**config.mk**
```make
export PLATFORM = sky130hd
export DESIGN_NAME = gcd_operand_feeder_flat
export DESIGN_NICKNAME = d
export VERILOG_FILES = /design/src/rtl/gcd_operand_feeder_pkg.sv /design/src/rtl/gcd_operand_feeder_if.sv /design/src/rtl/gcd_operand_feeder_fifo.sv /design/src/rtl/gcd_operand_feeder.sv /design/src/flat_wrapper.sv
export SDC_FILE = /design/constraint.sdc
export NUM_CORES = 1
export LEC_CHECK = 0
export CORE_AREA = 2 2 111 113
export CTS_CLUSTER_DIAMETER = 30
export CTS_CLUSTER_SIZE = 12
export DETAILED_ROUTE_END_ITERATION = 12
export DIE_AREA = 0 0 113 115
export GPL_TIMING_DRIVEN = 0
export PLACE_DENSITY_LB_ADDON = 0.08
export RECOVER_POWER = 50
export SLEW_MARGIN = 20
export SYNTH_ARGS = -nofsm -noshare
export SYNTH_HDL_FRONTEND = slang
export SYNTH_SLANG_ARGS = --single-unit
```
**constraint.sdc**
```tcl
create_clock -name clk -period 3.9 [get_ports clk]
set_clock_uncertainty 0.15 [all_clocks]
set_input_delay 0.585 -clock clk [delete_from_list [all_inputs] [get_ports clk]]
set_output_delay 0.585 -clock clk [all_outputs]
set_load 0.05 [all_outputs]
```
**src/rtl/gcd_operand_feeder_pkg.sv**
```systemverilog
// Shared definitions for the GCD unit and its operand feeder.
package gcd_pkg;

  localparam int GCD_W = 16;

  // Feeder FSM encoding
  typedef logic [1:0] feed_state_t;
  localparam feed_state_t IDLE_S = 2'd0;
  localparam feed_state_t OFFER  = 2'd1;
  localparam feed_state_t BUSY   = 2'd2;
  localparam feed_state_t DRAIN  = 2'd3;

  // Datapath mux selects shared with the GCD controller
  localparam logic [1:0] A_SEL_IN  = 2'd0;
  localparam logic [1:0] A_SEL_B   = 2'd1;
  localparam logic [1:0] A_SEL_SUB = 2'd2;
  localparam logic [1:0] A_SEL_X   = 2'd3;
  localparam logic       B_SEL_IN  = 1'b0;
  localparam logic       B_SEL_A   = 1'b1;

endpackage

```
**src/rtl/gcd_operand_feeder_if.sv**
```systemverilog
// Producer-side valid/ready operand pair bus.
interface gcd_operand_feeder_if #(parameter int W = 16);
  logic         in_valid;
  logic         in_ready;
  logic [W-1:0] in_A;
  logic [W-1:0] in_B;

  modport master (output in_valid, output in_A, output in_B, input in_ready);
  modport slave  (input in_valid, input in_A, input in_B, output in_ready);
endinterface

```
**src/rtl/gcd_operand_feeder_fifo.sv**
```systemverilog
// Small synchronous FIFO holding {A,B} operand pairs.
module gcd_operand_fifo #(
  parameter int WD    = 32,
  parameter int DEPTH = 4,
  parameter int AW    = 2
) (
  input  logic          clk,
  input  logic          reset_,
  input  logic          push,
  input  logic          pop,
  input  logic [WD-1:0] wdata,
  output logic [WD-1:0] rdata,
  output logic [AW:0]   count,
  output logic          full,
  output logic          empty
);

  localparam logic [AW:0] FULL_CNT = DEPTH[AW:0];

  logic [WD-1:0] mem [DEPTH];
  logic [AW-1:0] wr_ptr, rd_ptr;
  logic          do_push, do_pop;

  assign full    = (count == FULL_CNT);
  assign empty   = (count == '0);
  assign do_push = push && !full;
  assign do_pop  = pop && !empty;
  assign rdata   = empty ? '0 : mem[rd_ptr];

  // Storage is intentionally not reset; occupancy alone decides validity.
  always_ff @(posedge clk) begin
    if (do_push) mem[wr_ptr] <= wdata;
  end

  // Pointers wrap naturally since DEPTH is a power of two.
  always_ff @(posedge clk or negedge reset_) begin
    if (!reset_) begin
      wr_ptr <= '0;
      rd_ptr <= '0;
      count  <= '0;
    end else begin
      if (do_push) wr_ptr <= wr_ptr + 1'b1;
      if (do_pop)  rd_ptr <= rd_ptr + 1'b1;
      case ({do_push, do_pop})
        2'b10:   count <= count + 1'b1;
        2'b01:   count <= count - 1'b1;
        default: count <= count;
      endcase
    end
  end

endmodule

```
**src/rtl/gcd_operand_feeder.sv**
```systemverilog
// Feeds buffered operand pairs to the GCD unit one job at a time.
module gcd_operand_feeder
  import gcd_pkg::*;
#(
  parameter int W     = GCD_W,
  parameter int DEPTH = 4,
  parameter int AW    = 2
) (
  input  logic                   clk,
  input  logic                   reset_,
  gcd_operand_feeder_if.slave    prod,
  output logic [W-1:0]           operand_A,
  output logic [W-1:0]           operand_B,
  output logic                   input_available,
  input  logic                   idle,
  input  logic                   result_rdy,
  output logic [AW:0]            count,
  output logic [15:0]            jobs_issued
);

  feed_state_t   state, state_nx;
  logic          push, pop, full, empty;
  logic [2*W-1:0] head;

  assign prod.in_ready   = !full;
  assign push            = prod.in_valid && !full;
  assign input_available = (state == OFFER);
  // idle is only trusted in OFFER: BUSY/DRAIN mask the GCD's DONE/last-CALC idle.
  assign pop             = (state == OFFER) && idle && !empty;
  assign operand_A       = head[2*W-1:W];
  assign operand_B       = head[W-1:0];

  gcd_operand_fifo #(.WD(2*W), .DEPTH(DEPTH), .AW(AW)) u_fifo (
    .clk   (clk),
    .reset_(reset_),
    .push  (push),
    .pop   (pop),
    .wdata ({prod.in_A, prod.in_B}),
    .rdata (head),
    .count (count),
    .full  (full),
    .empty (empty)
  );

  // Next-state decode for the job sequencer
  always_comb begin
    state_nx = state;
    case (state)
      IDLE_S:  if (!empty)     state_nx = OFFER;
      OFFER:   if (pop)        state_nx = BUSY;
      BUSY:    if (result_rdy) state_nx = DRAIN;
      DRAIN:   if (!result_rdy) state_nx = IDLE_S;
      default:                 state_nx = IDLE_S;
    endcase
  end

  // State register and issued-job counter
  always_ff @(posedge clk or negedge reset_) begin
    if (!reset_) begin
      state       <= IDLE_S;
      jobs_issued <= '0;
    end else begin
      state <= state_nx;
      if (pop) jobs_issued <= jobs_issued + 16'd1;
    end
  end

endmodule

```
**src/flat_wrapper.sv**
```systemverilog
// flat-port wrapper written by rule: the top's interface ports become plain ports
module gcd_operand_feeder_flat import gcd_pkg::*;
#(
  parameter int W     = GCD_W,
  parameter int DEPTH = 4,
  parameter int AW    = 2
)
  (clk, reset_, operand_A, operand_B, input_available, idle, result_rdy, count, jobs_issued, prod_in_valid, prod_in_A, prod_in_B, prod_in_ready);
  gcd_operand_feeder_if #(.W(W)) prod_i ();
  input  logic clk;
  input  logic reset_;
  output logic [W-1:0] operand_A;
  output logic [W-1:0] operand_B;
  output logic input_available;
  input  logic idle;
  input  logic result_rdy;
  output logic [AW:0] count;
  output logic [15:0] jobs_issued;
  input wire logic [$bits(prod_i.in_valid)-1:0] prod_in_valid;
  input wire logic [$bits(prod_i.in_A)-1:0] prod_in_A;
  input wire logic [$bits(prod_i.in_B)-1:0] prod_in_B;
  output wire logic [$bits(prod_i.in_ready)-1:0] prod_in_ready;
  assign prod_i.in_valid = prod_in_valid;
  assign prod_i.in_A = prod_in_A;
  assign prod_i.in_B = prod_in_B;
  assign prod_in_ready = prod_i.in_ready;
  gcd_operand_feeder #(.W(W), .DEPTH(DEPTH), .AW(AW)) u_core (.clk(clk), .reset_(reset_), .prod(prod_i), .operand_A(operand_A), .operand_B(operand_B), .input_available(input_available), .idle(idle), .result_rdy(result_rdy), .count(count), .jobs_issued(jobs_issued));
endmodule
```
==> impl_metrics.py <==
metrics = {
    "power": {
        "clockPowerShare_pct": 22.3,
        "p_switching_w": 0.00260,
        "p_leak_nw": 2.77,
        "seqPwrFrac_pct": 33.0,
        "power_frac_comb_pct": 44.7,
        "p_sw_share_pct": 37.6,
        "power_density_nw_per_um2": 879,
        "power_w": 0.00690,
        "p_int_w": 0.00431,
        "vdd_drop_max_mv": 0.474,
    },
    "run": {
        "maxCapViolCount": 0,
    },
    "timing": {
        "finalSetupTns_ns": 0,
        "hold_violations": 0,
        "fin_crit_ns": 3.40,
        "slew_headroom_pct": 5.61,
        "setup_viol": 0,
        "rsz0062_at_grt": "no",
        "hold_ws_ns": 0.318,
        "fin_crit_sh_pct": 87.2,
        "report.final.slew_viol_count": 0,
        "fmax_mhz": 294,
        "worst_pin_slew_ns": 1.42,
    },
    "clocking": {
        "cts_resized": 0,
        "clk_path_buf_depth": 2,
        "tritoncts": "yes",
        "post_cts_buffers": 0,
        "h-tree-depth": 4,
        "numCtsBuffers": 17,
        "cts_hold_buffers": 0,
        "ctsRootBufferMaster": "clkbuf_16",
        "path_clk_slew_ns": 0.05,
        "cts_sinks": 153,
        "clock_latency_ns": 0.41,
    },
    "setup_path": {
        "cp_cell_sequence": "nor3_2 -> clkbuf_1 -> nor2b_1 -> clkdlybuf4s50_1",
        "worstSetupPathDepth": 4,
        "path_max_fanout": 10,
        "critPathTopFamily": "buffers and inverters",
        "reg2reg_slack_ns": 1.15,
        "critPathBufInv": 2,
        "startpoint_type": "flop",
        "r2r-start": "u_core.state[1]",
        "cp_slowest_cell": "clkdlybuf4s50_1",
        "arrival_ns": 2.66,
        "cpPeakStageDelay_ns": 0.74,
        "rr_endpoint": "u_core.u_fifo.count[2]",
        "worstPathRequired_ns": 3.16,
        "end_kind": "output port",
        "r2r_cells": 10,
        "crit_type": "reg -> out",
    },
    "cells_and_area": {
        "mostFrequentLayoutCells": "edfxtp_1 (128), clkdlybuf4s50_1 (55), dlygate4sd3_1 (33)",
        "fin_nets": 475,
        "final_common_cell": "edfxtp_1",
        "drive_gt1_share_pct": 16.6,
        "final_area_um2": 7860,
        "area_growth_pct": 27.8,
    },
    "synth": {
        "ys.flop_type": "edfxtp_1",
        "ys_async_sr_fraction_pct": 16.3,
        "syn_area_um2": 6140,
        "syn-num-nets": 363,
        "syn_area_per_cell_um2": 19.6,
        "ys_warn_count": 0,
        "ys_seq_area_share_pct": 72.7,
        "synth_cells": 314,
        "synth_cell_types": 31,
        "synth_seq_cells": 153,
        "synth_edf_count": 128,
    },
    "routing": {
        "finalWirelength_mm": 10.9,
        "wl_per_cell_um": 18.6,
        "drc": 6,
        "vias": 3128,
        "ant_nets": 0,
        "dr.pass1.iters": 8,
        "viasPerCell": 5.33,
        "drt_iter0_drc": 224,
    },
    "floorplan": {
        "core_region_area_um2": 11800,
        "die_w_um": 113,
        "ios": 90,
        "start_util_pct": 52.0,
        "row_count": 40,
        "die_y_um": 115,
        "die_area_um2": 13000,
    },
    "place": {
        "dp_hpwl_mm": 6.94,
        "io_buffer_count": 89,
        "gp_congestion": 0.725,
        "dpl_cell_area_um2": 7310,
    },
    "worst_hold_path": {
        "hold_start": "u_core.jobs_issued[15]",
        "hold_end": "u_core.jobs_issued[15]",
        "hold_class": "reg -> reg",
        "holdPathStages": 1,
    },
    "global_route": {
        "antenna_found_initial": 1,
        "grt_pass1_wl_mm": 17.4,
        "grt_usage_pct": 18.2,
        "overflow": 0,
        "grt_pass1_vias": 3259,
        "grt_max_degree": 26,
    },
    "outcome": {
        "status": "finished, violations left",
        "violations": "design-rule violations",
    },
}
## metrics by stage
step	setup WS, ns	std cells	util, %
3_3_place_gp	0.729	550	61.1
6_report	0.501	587	66.5
4_1_cts	0.408	586	66.6
2_1_floorplan	0.967	314	-
3_5_place_dp	0.855	554	61.9
5_1_grt	0.314	587	66.5
## power groups by stage
stage | registers, W | logic [W] | clock network, W
final | 0.00228 | 0.00309 | 0.00154
after global routing | 0.00231 | 0.00327 | 0.00165
after CTS | 0.00228 | 0.00315 | 0.00158
after detailed placement | 0.00231 | 0.00314 | 0
after global placement | 0.00231 | 0.00306 | 0
after floorplan | 0.00242 | 0.00203 | 0
## metal layers
metal  track usage (%)  routed length [um]  up-vias
met2              28.5                5420       80
met4              8.54                 149        0
met3              5.17                 564       12
met1              24.1                4760     1596
li1                  -                   -     1440
met5                 0                   0        -
## flip-flops by register name, summed over array words and instances (netlist names)
| signal | count |
|---|---|
| u_core.jobs_issued | 16 |
| u_core.u_fifo.wr_ptr | 2 |
| u_core.u_fifo.count | 3 |
| u_core.u_fifo.mem | 128 |
| u_core.state | 2 |
| u_core.u_fifo.rd_ptr | 2 |
## kinds of logic (layout without fill, tap and decap cells)
logic type,Yosys count,count (layout),synth area share (%)
AOI/OAI and AO/OA,4,4,0.529
xor gates and xnor gates,21,21,2.99
adders and majority gates,12,12,2.57
buffers and inverters,20,145,1.83
DFF,153,153,72.7
muxes,38,38,12.8
other,0,1,0
and+or+nand+nor,66,66,6.58
## worst max-delay path by stage
| stage | startpoint | endpoint | slack (ns) |
|---|---|---|---|
| global placement | prod_in_valid | u_core.u_fifo.mem[0][18] | 0.73 |
| floorplan | u_core.u_fifo.count[2] | u_core.u_fifo.count[2] | 0.97 |
| CTS | u_core.u_fifo.count[0] | operand_A[1] | 0.41 |
| global route | u_core.u_fifo.count[0] | operand_A[12] | 0.31 |
| finish | u_core.u_fifo.count[0] | operand_A[3] | 0.50 |
| detailed placement | u_core.u_fifo.count[0] | operand_A[1] | 0.86 |
## worst reg2reg max path: cells and delay by family, from the launching register on
family	cells	cell delay [ns]
buf+inv	3	0.55
xor+xnor	2	0.31
fa+ha+maj	3	0.94
flops	1	0.41
compound gates	1	0.20
simple gates	1	0.11
## cell usage after synthesis (3+ instances only)
cell type | instances | share of area [%]
nor2b_1 | 32 | 3.3
buf_6 | 4 | 0.73
mux2_1 | 3 | 0.55
edfxtp_1 | 128 | 63
and4_1 | 3 | 0.43
nand3_1 | 5 | 0.41
mux2i_1 | 3 | 0.49
xnor2_1 | 17 | 2.4
buf_2 | 3 | 0.24
mux4_2 | 32 | 12
inv_1 | 8 | 0.49
clkbuf_1 | 4 | 0.24
nand2_1 | 8 | 0.49
nor2_1 | 3 | 0.18
dfrtp_1 | 25 | 10
ha_1 | 11 | 2.2
nand4_1 | 4 | 0.41
xor2_1 | 4 | 0.57
and3_1 | 5 | 0.51
## cell type report
type	count	area [um^2]
flip-flops and latches	153	4470
fillers	824	3960
multi-input cells	141	1570
repair buffers	93	972
clock buffers	28	487
well taps	147	184
plain buffers	12	75.1
clock inverters	4	70.1
inverters	8	30.0
diodes	1	2.50
No activity file was read; power rests on OpenSTA's default activity.
